### config.mk
export PLATFORM = sky130hd
export DESIGN_NAME = lag_output_lock
export DESIGN_NICKNAME = d
export VERILOG_FILES = /design/src/rtl/lag_output_lock.sv
export SDC_FILE = /design/constraint.sdc
export NUM_CORES = 1
export LEC_CHECK = 0
export ABC_CLOCK_PERIOD_IN_PS = 3550
export CAP_MARGIN = 10
export CORE_MARGIN = 5
export CORE_UTILIZATION = 35
export CTS_BUF_LIST = sky130_fd_sc_hd__clkbuf_2 sky130_fd_sc_hd__clkbuf_4 sky130_fd_sc_hd__clkbuf_8
export CTS_CLUSTER_SIZE = 16
export DETAILED_ROUTE_END_ITERATION = 10
export GPL_TIMING_DRIVEN = 0
export PLACE_DENSITY = 0.83
export SLEW_MARGIN = 20
export SYNTH_ARGS = -nofsm -noshare
export SYNTH_HDL_FRONTEND = slang
export SYNTH_SLANG_ARGS = --single-unit
### constraint.sdc
create_clock -name i_clk -period 3.55 [get_ports i_clk]
set_clock_uncertainty 0.2 [all_clocks]
set_input_delay 0.71 -clock i_clk [delete_from_list [all_inputs] [get_ports i_clk]]
set_output_delay 0.71 -clock i_clk [all_outputs]
set_load 0.03 [all_outputs]
### src/rtl/lag_output_lock.sv
// lag_output_lock: packet-level output-port lock placed directly behind the tree arbiter.
// Optional forced release after a stall timeout is enabled by defining LAG_LOCK_TIMEOUT_EN.
module lag_output_lock #(
    parameter int SIZE    = 20,
    parameter int IDX_W   = $clog2(SIZE),
    parameter int TIMEOUT = 64
) (
    input  logic             i_clk,
    input  logic             i_rst,
    input  logic [SIZE-1:0]  i_req_in,
    output logic [SIZE-1:0]  o_arb_request,
    input  logic [SIZE-1:0]  i_arb_grant,
    output logic             o_arb_success,
    input  logic [SIZE-1:0]  i_flit_valid,
    input  logic [SIZE-1:0]  i_flit_tail,
    input  logic             i_out_ready,
    output logic             o_xbar_valid,
    output logic [IDX_W-1:0] o_xbar_sel,
    output logic [SIZE-1:0]  o_flit_pop,
    output logic             o_locked,
    output logic             o_timeout_evt
);
    typedef enum logic {IDLE, LOCKED} state_t;

    state_t           r_state, w_state_nxt;
    logic [SIZE-1:0]  r_owner, w_owner_nxt, w_grant_oh;
    logic [IDX_W-1:0] r_sel, w_sel_nxt, w_grant_idx;
    logic             w_grant_any, w_fwd, w_owner_tail, w_timeout;

    assign w_grant_any  = |i_arb_grant;
    assign w_grant_oh   = SIZE'(1) << w_grant_idx;
    assign w_owner_tail = |(r_owner & i_flit_tail);
    assign w_fwd        = (r_state == LOCKED) && |(r_owner & i_flit_valid) && i_out_ready;

    // Binary index of the lowest set grant bit; a multi-hot grant collapses to its lowest input.
    always_comb begin
        w_grant_idx = '0;
        for (int i = SIZE - 1; i >= 0; i--)
            if (i_arb_grant[i]) w_grant_idx = IDX_W'(i);
    end

`ifdef LAG_LOCK_TIMEOUT_EN
    localparam int CNT_W = $clog2(TIMEOUT + 1);
    localparam logic [CNT_W-1:0] CNT_MAX = CNT_W'(TIMEOUT - 1);

    logic [CNT_W-1:0] r_idle_cnt;

    // Counts consecutive stalled LOCKED cycles, saturating rather than wrapping.
    always_ff @(posedge i_clk)
        if (i_rst || r_state == IDLE || w_fwd) r_idle_cnt <= '0;
        else if (r_idle_cnt != CNT_MAX) r_idle_cnt <= r_idle_cnt + 1'b1;

    assign w_timeout = (r_state == LOCKED) && !w_fwd && (r_idle_cnt == CNT_MAX);
`else
    assign w_timeout = 1'b0;
`endif

    // Next-state and outputs; everything is held at zero while reset is high.
    always_comb begin
        w_state_nxt   = r_state;
        w_owner_nxt   = r_owner;
        w_sel_nxt     = r_sel;
        o_arb_request = '0;
        o_arb_success = 1'b0;
        o_locked      = 1'b0;
        o_xbar_valid  = 1'b0;
        o_flit_pop    = '0;
        o_timeout_evt = 1'b0;
        o_xbar_sel    = i_rst ? '0 : r_sel;
        if (!i_rst) begin
            if (r_state == IDLE) begin
                o_arb_request = i_req_in;
                o_arb_success = w_grant_any;
                if (w_grant_any) begin
                    w_state_nxt = LOCKED;
                    w_owner_nxt = w_grant_oh;
                    w_sel_nxt   = w_grant_idx;
                end
            end else begin
                o_locked      = 1'b1;
                o_xbar_valid  = w_fwd;
                o_flit_pop    = r_owner & {SIZE{w_fwd}};
                o_timeout_evt = w_timeout;
                if ((w_fwd && w_owner_tail) || w_timeout) begin
                    w_state_nxt = IDLE;
                    w_owner_nxt = '0;
                end
            end
        end
    end

    // State register; xbar_sel keeps the last owner index after release.
    always_ff @(posedge i_clk)
        if (i_rst) begin
            r_state <= IDLE;
            r_owner <= '0;
            r_sel   <= '0;
        end else begin
            r_state <= w_state_nxt;
            r_owner <= w_owner_nxt;
            r_sel   <= w_sel_nxt;
        end

    a_grant_onehot: assert property (@(posedge i_clk) disable iff (i_rst)
        r_state == IDLE |-> $onehot0(i_arb_grant));
    a_timeout_cfg: assert property (@(posedge i_clk) TIMEOUT > 0);
endmodule
==> flow_metrics.py, run 1 <==
metrics = {
    "sta": {
        "final.period_utilization": 0.987,
        "rsz0062_at_grt": "true",
        "finalSetupViolations": 0,
        "worst_pin_slew_ns": 0.689,
        "slew_violations": 0,
        "fin_crit_ns": 3.50,
        "relSlewSlack": 0.540,
        "max_freq_mhz": 285,
        "tns_ns": 0,
        "final-hold-violation-count": 0,
    },
    "placement": {
        "port-buffer-count": 130,
        "gp_congestion": 0.870,
        "hpwl_um": 5910,
        "place_inst": 411,
    },
    "global_routing": {
        "grt_pass1_vias": 2204,
        "grt_pass1_wl_um": 10400,
        "antenna_found_initial": 0,
        "grt_use_total": 0.206,
        "grt_max_degree": 15,
        "grt-ovfl-total": 0,
    },
    "setup_path": {
        "cp.required_ns": 2.64,
        "regToRegEndpoint": "r_owner[15]$_SDFFE_PP0P_",
        "setup.worst_path.end_class": "primary output",
        "ff2ff_setup_slack_ns": 1.44,
        "r2r-start": "r_owner[13]$_SDFFE_PP0P_",
        "criticalPathCategory": "primary input to primary output",
        "crit_path_start_kind": "primary input",
        "cp.arrival_ns": 2.59,
        "crit_fanout": 10,
        "r2r_cells": 7,
    },
    "pwr": {
        "ir_worst_vdd_v": 0.000161,
        "powerDensity_nw_per_um2": 254,
        "leakage_nw": 1.35,
        "power_mw": 0.794,
    },
    "synthesis": {
        "ys_seq_elements": 26,
        "yosys_warnings": 0,
        "syn_area_per_cell_um2": 8.13,
        "ys_types": 41,
        "ys_seq_area_frac": 0.299,
        "synth_cells": 214,
        "synthesis.area_um2": 1740,
        "synth_nets": 297,
    },
    "routing": {
        "ant_nets": 0,
        "vias_per_cell": 5.30,
        "drt_wl_total_um": 6960,
        "drc": 0,
        "vias": 2203,
        "wl_per_cell_um": 16.7,
        "first_pass_iters": 4,
        "drtIter0Drc": 138,
    },
    "finish": {
        "antenna_cells": 0,
        "area_growth_pct": 79.7,
        "layout-drive-gt1-share": 0.138,
        "fin_nets": 433,
        "final_cells": 416,
        "fin_util": 0.654,
    },
    "floorplan": {
        "die_w_um": 80.5,
        "start_util": 0.364,
        "row_count": 25,
        "die_h_um": 80.5,
        "ios": 132,
        "core_um2": 4790,
        "die_area_um2": 6480,
    },
    "worst_hold_path": {
        "hold_depth": 2,
        "holdCritPathClass": "register to register",
        "min_to": "r_sel[4]$_SDFFE_PP0P_",
        "holdCritStartpoint": "r_sel[4]$_SDFFE_PP0P_",
    },
    "clocking": {
        "clock_sinks": 26,
        "htree_levels": 1,
        "ctsRootBufferMaster": "clkbuf_8",
        "numCtsBuffers": 3,
        "clkTransAtPathRegs_ns": 0.08,
        "worstSkewPairLatency_ns": 0.26,
        "cts.path.max_buffers": 2,
        "postCtsHoldBufs": 0,
        "cts_tree": "built",
    },
    "job": {
        "drv_cap": 0,
    },
    "run_status": {
        "status": "complete, no violations",
    },
}
## cell usage in the layout, fill, tap and decap left out, types with 5 or more instances in the layout
| cell type | n |
|---|---|
| nor2b_1 | 8 |
| clkdlybuf4s50_1 | 104 |
| and3_1 | 22 |
| o2bb2ai_1 | 9 |
| nor2_1 | 9 |
| a22o_1 | 10 |
| a22oi_1 | 12 |
| nand2_1 | 10 |
| nor3_1 | 5 |
| clkbuf_2 | 6 |
| and2_1 | 22 |
| nor4_1 | 6 |
| buf_2 | 21 |
| or4_1 | 5 |
| inv_1 | 7 |
| a32o_1 | 5 |
| dfxtp_1 | 26 |
## worst max path at each step
stage	depth (start not counted)	slack [ns]	to	from
2_1_floorplan	6	0.64	o_arb_success	i_arb_grant[3]
3_3_place_gp	8	-0.54	o_arb_success	i_arb_grant[3]
3_5_place_dp	8	-0.55	o_arb_success	i_arb_grant[3]
4_1_cts	8	-0.009	o_arb_success	i_arb_grant[1]
5_1_grt	8	-0.01	o_arb_success	i_arb_grant[1]
6_report	8	0.05	o_xbar_valid	i_flit_valid[13]
## stage by stage
stage	worst slack, ns	hold slack [ns]	cell area, um^2
2_1_floorplan	0.635	0.232	1740
3_3_place_gp	-0.541	0.247	3130
3_5_place_dp	-0.550	0.248	3130
4_1_cts	-0.00890	0.262	3230
5_1_grt	-0.0149	0.292	3130
6_report	0.0467	0.257	3130
## final cells by class
type | instances | area, um^2
Tap cell | 67 | 83.8
Multi-Input combinational cell | 166 | 1150
Fill cell | 418 | 1660
Clock buffer | 4 | 55.1
Inverter | 9 | 33.8
Timing Repair Buffer | 131 | 1210
Buffer | 13 | 72.6
Sequential cell | 26 | 520
## Yosys cell counts
cell type	number	share of area
a22oi_1	12	0.052
or4_1	5	0.022
nand2_1	11	0.024
nand3b_1	1	0.0043
a22o_1	10	0.050
dfxtp_1	26	0.30
clkbuf_1	9	0.019
nand4_1	2	0.0072
o21bai_1	2	0.0086
a221oi_1	4	0.020
o21a_1	2	0.0086
conb_1	1	0.0022
o22a_1	1	0.0050
nor4b_4	1	0.014
inv_2	2	0.0043
nor4_1	6	0.022
o221a_2	1	0.0065
buf_2	1	0.0029
a21o_1	2	0.0086
nand2b_1	4	0.014
nor3b_1	2	0.0086
o31a_1	1	0.0050
a32o_1	5	0.029
nand3_1	3	0.0086
or3_1	2	0.0072
nor3_1	5	0.014
inv_1	7	0.015
and2_1	22	0.079
o2bb2ai_1	9	0.045
a21oi_1	3	0.0086
o21ai_1	2	0.0058
o311ai_1	1	0.0050
nor2_1	10	0.022
a2bb2oi_1	2	0.010
buf_4	3	0.013
a31oi_1	1	0.0036
nor2b_1	8	0.029
a2111oi_0	1	0.0050
o41ai_1	1	0.0050
a311oi_2	1	0.0086
and3_1	22	0.079
## sequential cells by signal, indices dropped and copies added (netlist names)
| name | flops |
|---|---|
| r_owner | 20 |
| r_sel | 5 |
| r_state | 1 |
## worst max-delay path, stage by stage
cell             delay, ns
clkdlybuf4s50_1       0.40
a22o_1                0.23
a221oi_1              0.25
nand4_1               0.13
o21a_2                0.26
clkbuf_2              0.17
and2_1                0.17
clkdlybuf4s15_2       0.28
## repair_timing
| action | CTS | global route |
|---|---|---|
| resized for setup | 74 | 52 |
| endpoints found under the setup margin | 43 | 23 |
| pin swaps | 1 | 1 |
| cloned | 0 | 0 |
| buffers inserted | 1 | 0 |
## routing by layer
layer  track usage  wire (um)  part of all wire  vias up
met4        0.0321         78             0.011        0
met2         0.372       3160              0.45      136
met3        0.0729        976              0.14        6
met1         0.235       2750              0.39      973
li1              -          -                 -     1088
met5             0          0                 0        -
## kinds of logic after synthesis
group | share of synthesized area
simple gates | 0.354
buf+inv | 0.0546
flops | 0.299
compound gates | 0.290
other cells | 0.00215
## where the power goes
part	switching, mW	leakage [nW]	internal (mW)
combinational	0.145	1.11	0.158
clock	0.0827	0.0288	0.0988
sequential	0.00756	0.211	0.302
total	0.236	1.35	0.558
No activity file was read; power rests on OpenSTA's default activity.
==> inputs of run 2 (changes only) <==
--- a/config.mk
+++ b/config.mk
@@ -8,13 +8,15 @@
 export ABC_CLOCK_PERIOD_IN_PS = 3550
 export CAP_MARGIN = 10
 export CORE_MARGIN = 5
-export CORE_UTILIZATION = 35
+export CORE_UTILIZATION = 40
 export CTS_BUF_LIST = sky130_fd_sc_hd__clkbuf_2 sky130_fd_sc_hd__clkbuf_4 sky130_fd_sc_hd__clkbuf_8
 export CTS_CLUSTER_SIZE = 16
 export DETAILED_ROUTE_END_ITERATION = 10
+export DONT_BUFFER_PORTS = 1
 export GPL_TIMING_DRIVEN = 0
-export PLACE_DENSITY = 0.83
+export PLACE_DENSITY = 0.54
 export SLEW_MARGIN = 20
 export SYNTH_ARGS = -nofsm -noshare
 export SYNTH_HDL_FRONTEND = slang
 export SYNTH_SLANG_ARGS = --single-unit
+export TNS_END_PERCENT = 100
==> run 2 against run 1 <==
Wire length shrank 15%. Via count shrank 20%. Cell area fell by 40%. Non-clock buffer count decreased by 131. Largest power group unchanged.
==> flow_metrics.py, run 2 (same netlist as run 1, synthesis figures left out) <==
metrics = {
    "sta": {
        "tns_ns": 0,
        "finalSetupViolations": 0,
        "final-hold-violation-count": 0,
        "slew_violations": 0,
        "relSlewSlack": 0.499,
        "timing.hold.ws_ns": 0.272,
        "max_freq_mhz": 310,
        "final.period_utilization": 0.910,
        "fin_crit_ns": 3.23,
        "worst_pin_slew_ns": 0.751,
        "rsz0062_at_grt": "false",
    },
    "finish": {
        "layout_commonest_cell": "dfxtp_1",
        "seq_area_um2": 520,
        "largest_register_ff_count": 20,
        "area_growth_pct": 7.33,
        "regMostFlops": "r_owner",
        "multi_input_area_um2": 1130,
        "layout_common_cells": "dfxtp_1 (26), and2_1 (22), and3_1 (22)",
        "n_fill_cell": 444,
        "antenna_cells": 0,
        "layout-drive-gt1-share": 0.0642,
        "fin_nets": 302,
        "reg_top3": "r_owner (20), r_sel (5), r_state (1)",
    },
    "routing": {
        "vias": 1753,
        "wl_per_cell_um": 21.8,
        "drt_wl_total_um": 5880,
        "drtIter0Drc": 95,
        "vias_per_cell": 6.49,
        "drc": 0,
        "first_pass_iters": 4,
        "ant_nets": 0,
    },
    "floorplan": {
        "die_area_um2": 5770,
        "start_util": 0.405,
        "row_count": 24,
        "die_h_um": 76.0,
        "core_um2": 4290,
        "ios": 132,
        "die_w_um": 76.0,
    },
    "clocking": {
        "ctsRootBufferMaster": "clkbuf_8",
        "htree_levels": 1,
        "postCtsSetupRepairBufs": 0,
        "numCtsBuffers": 3,
        "cts_resized": 0,
        "cts.path.max_buffers": 2,
        "clkTransAtPathRegs_ns": 0.08,
        "clock_sinks": 26,
        "worstSkewPairLatency_ns": 0.26,
        "postCtsHoldBufs": 0,
        "cts_tree": "built",
    },
    "global_routing": {
        "grt-ovfl-total": 0,
        "grt_use_total": 0.197,
        "grt_pass1_vias": 1826,
        "antenna_found_initial": 0,
        "grt_max_degree": 15,
        "grt_pass1_wl_um": 9580,
    },
    "pwr": {
        "ir_worst_vdd_v": 0.000215,
        "leakage_nw": 0.764,
        "powerDensity_nw_per_um2": 351,
    },
    "worst_hold_path": {
        "holdCritPathClass": "register to register",
        "holdCritStartpoint": "r_sel[4]$_SDFFE_PP0P_",
        "hold_depth": 2,
    },
    "setup_path": {
        "crit_start": "i_rst",
        "r2r_cells": 7,
        "setup.worst_path.end_class": "primary output",
        "cp.required_ns": 2.64,
        "crit_path_start_kind": "primary input",
        "r2r-start": "r_owner[13]$_SDFFE_PP0P_",
        "criticalPathCategory": "primary input to primary output",
        "crit_fanout": 10,
        "cp.arrival_ns": 2.32,
    },
    "job": {
        "drv_cap": 0,
    },
    "run_status": {
        "status": "complete, no violations",
    },
    "placement": {
        "hpwl_um": 5020,
        "gp_congestion": 0.836,
        "port-buffer-count": 0,
    },
}
run 2: cell count changes in the layout (fill, tap and decap cells not counted), moves of 4 or more:
cell | previous run | this run
buf_2 | 21 | 1
clkbuf_1 | 2 | 9
clkbuf_2 | 6 | 0
clkdlybuf4s50_1 | 104 | 0
dlygate4sd2_1 | 4 | 0
run 2: area by class of cell:
cell class | count | area share
inverters | 9 | 0.0181
multi-input cells | 166 | 0.606
flip-flops and latches | 26 | 0.279
plain buffers | 13 | 0.0328
well taps | 52 | 0.0348
clock buffers | 4 | 0.0295
run 2: power by group:
part | switching [mW] | internal (mW)
logic | 0.118 | 0.0454
clock network | 0.0854 | 0.0990
registers | 0.00675 | 0.302
total | 0.210 | 0.446
run 2: worst paths after layout:
check             slack, ns                  endpoint
setup / recovery       0.32            o_flit_pop[13]
hold / removal         0.27     r_sel[4]$_SDFFE_PP0P_
setup reg to reg       1.34  r_owner[12]$_SDFFE_PP0P_
hold reg to reg        0.27     r_sel[4]$_SDFFE_PP0P_
run 2: routing by layer:
metal | GRT usage | vias to the layer above | part of all wire
met4 | 0.0516 | 0 | 0.018
met2 | 0.341 | 116 | 0.47
li1 | - | 820 | -
met1 | 0.218 | 807 | 0.38
met5 | 0 | - | 0
met3 | 0.0889 | 10 | 0.12
run 2: worst max-delay path, stage by stage:
cell and delay [ns]:
clkbuf_1 0.20, inv_1 0.20, nand2_1 0.12, inv_1 0.13, clkbuf_1 0.50, and3_1 0.45
run 2: metrics by stage:
stage          instance area [um^2]  setup slack (ns)  power, mW  instances  utilization
6_report                       1870             0.321      0.656        270        0.435
5_1_grt                        1870             0.158      0.693        270        0.435
4_1_cts                        1870             0.301      0.661        270        0.435
3_5_place_dp                   1810             0.312      0.479        266        0.422
3_3_place_gp                   1810             0.364      0.476        266        0.420
2_1_floorplan                  1740             0.635      0.448        214            -
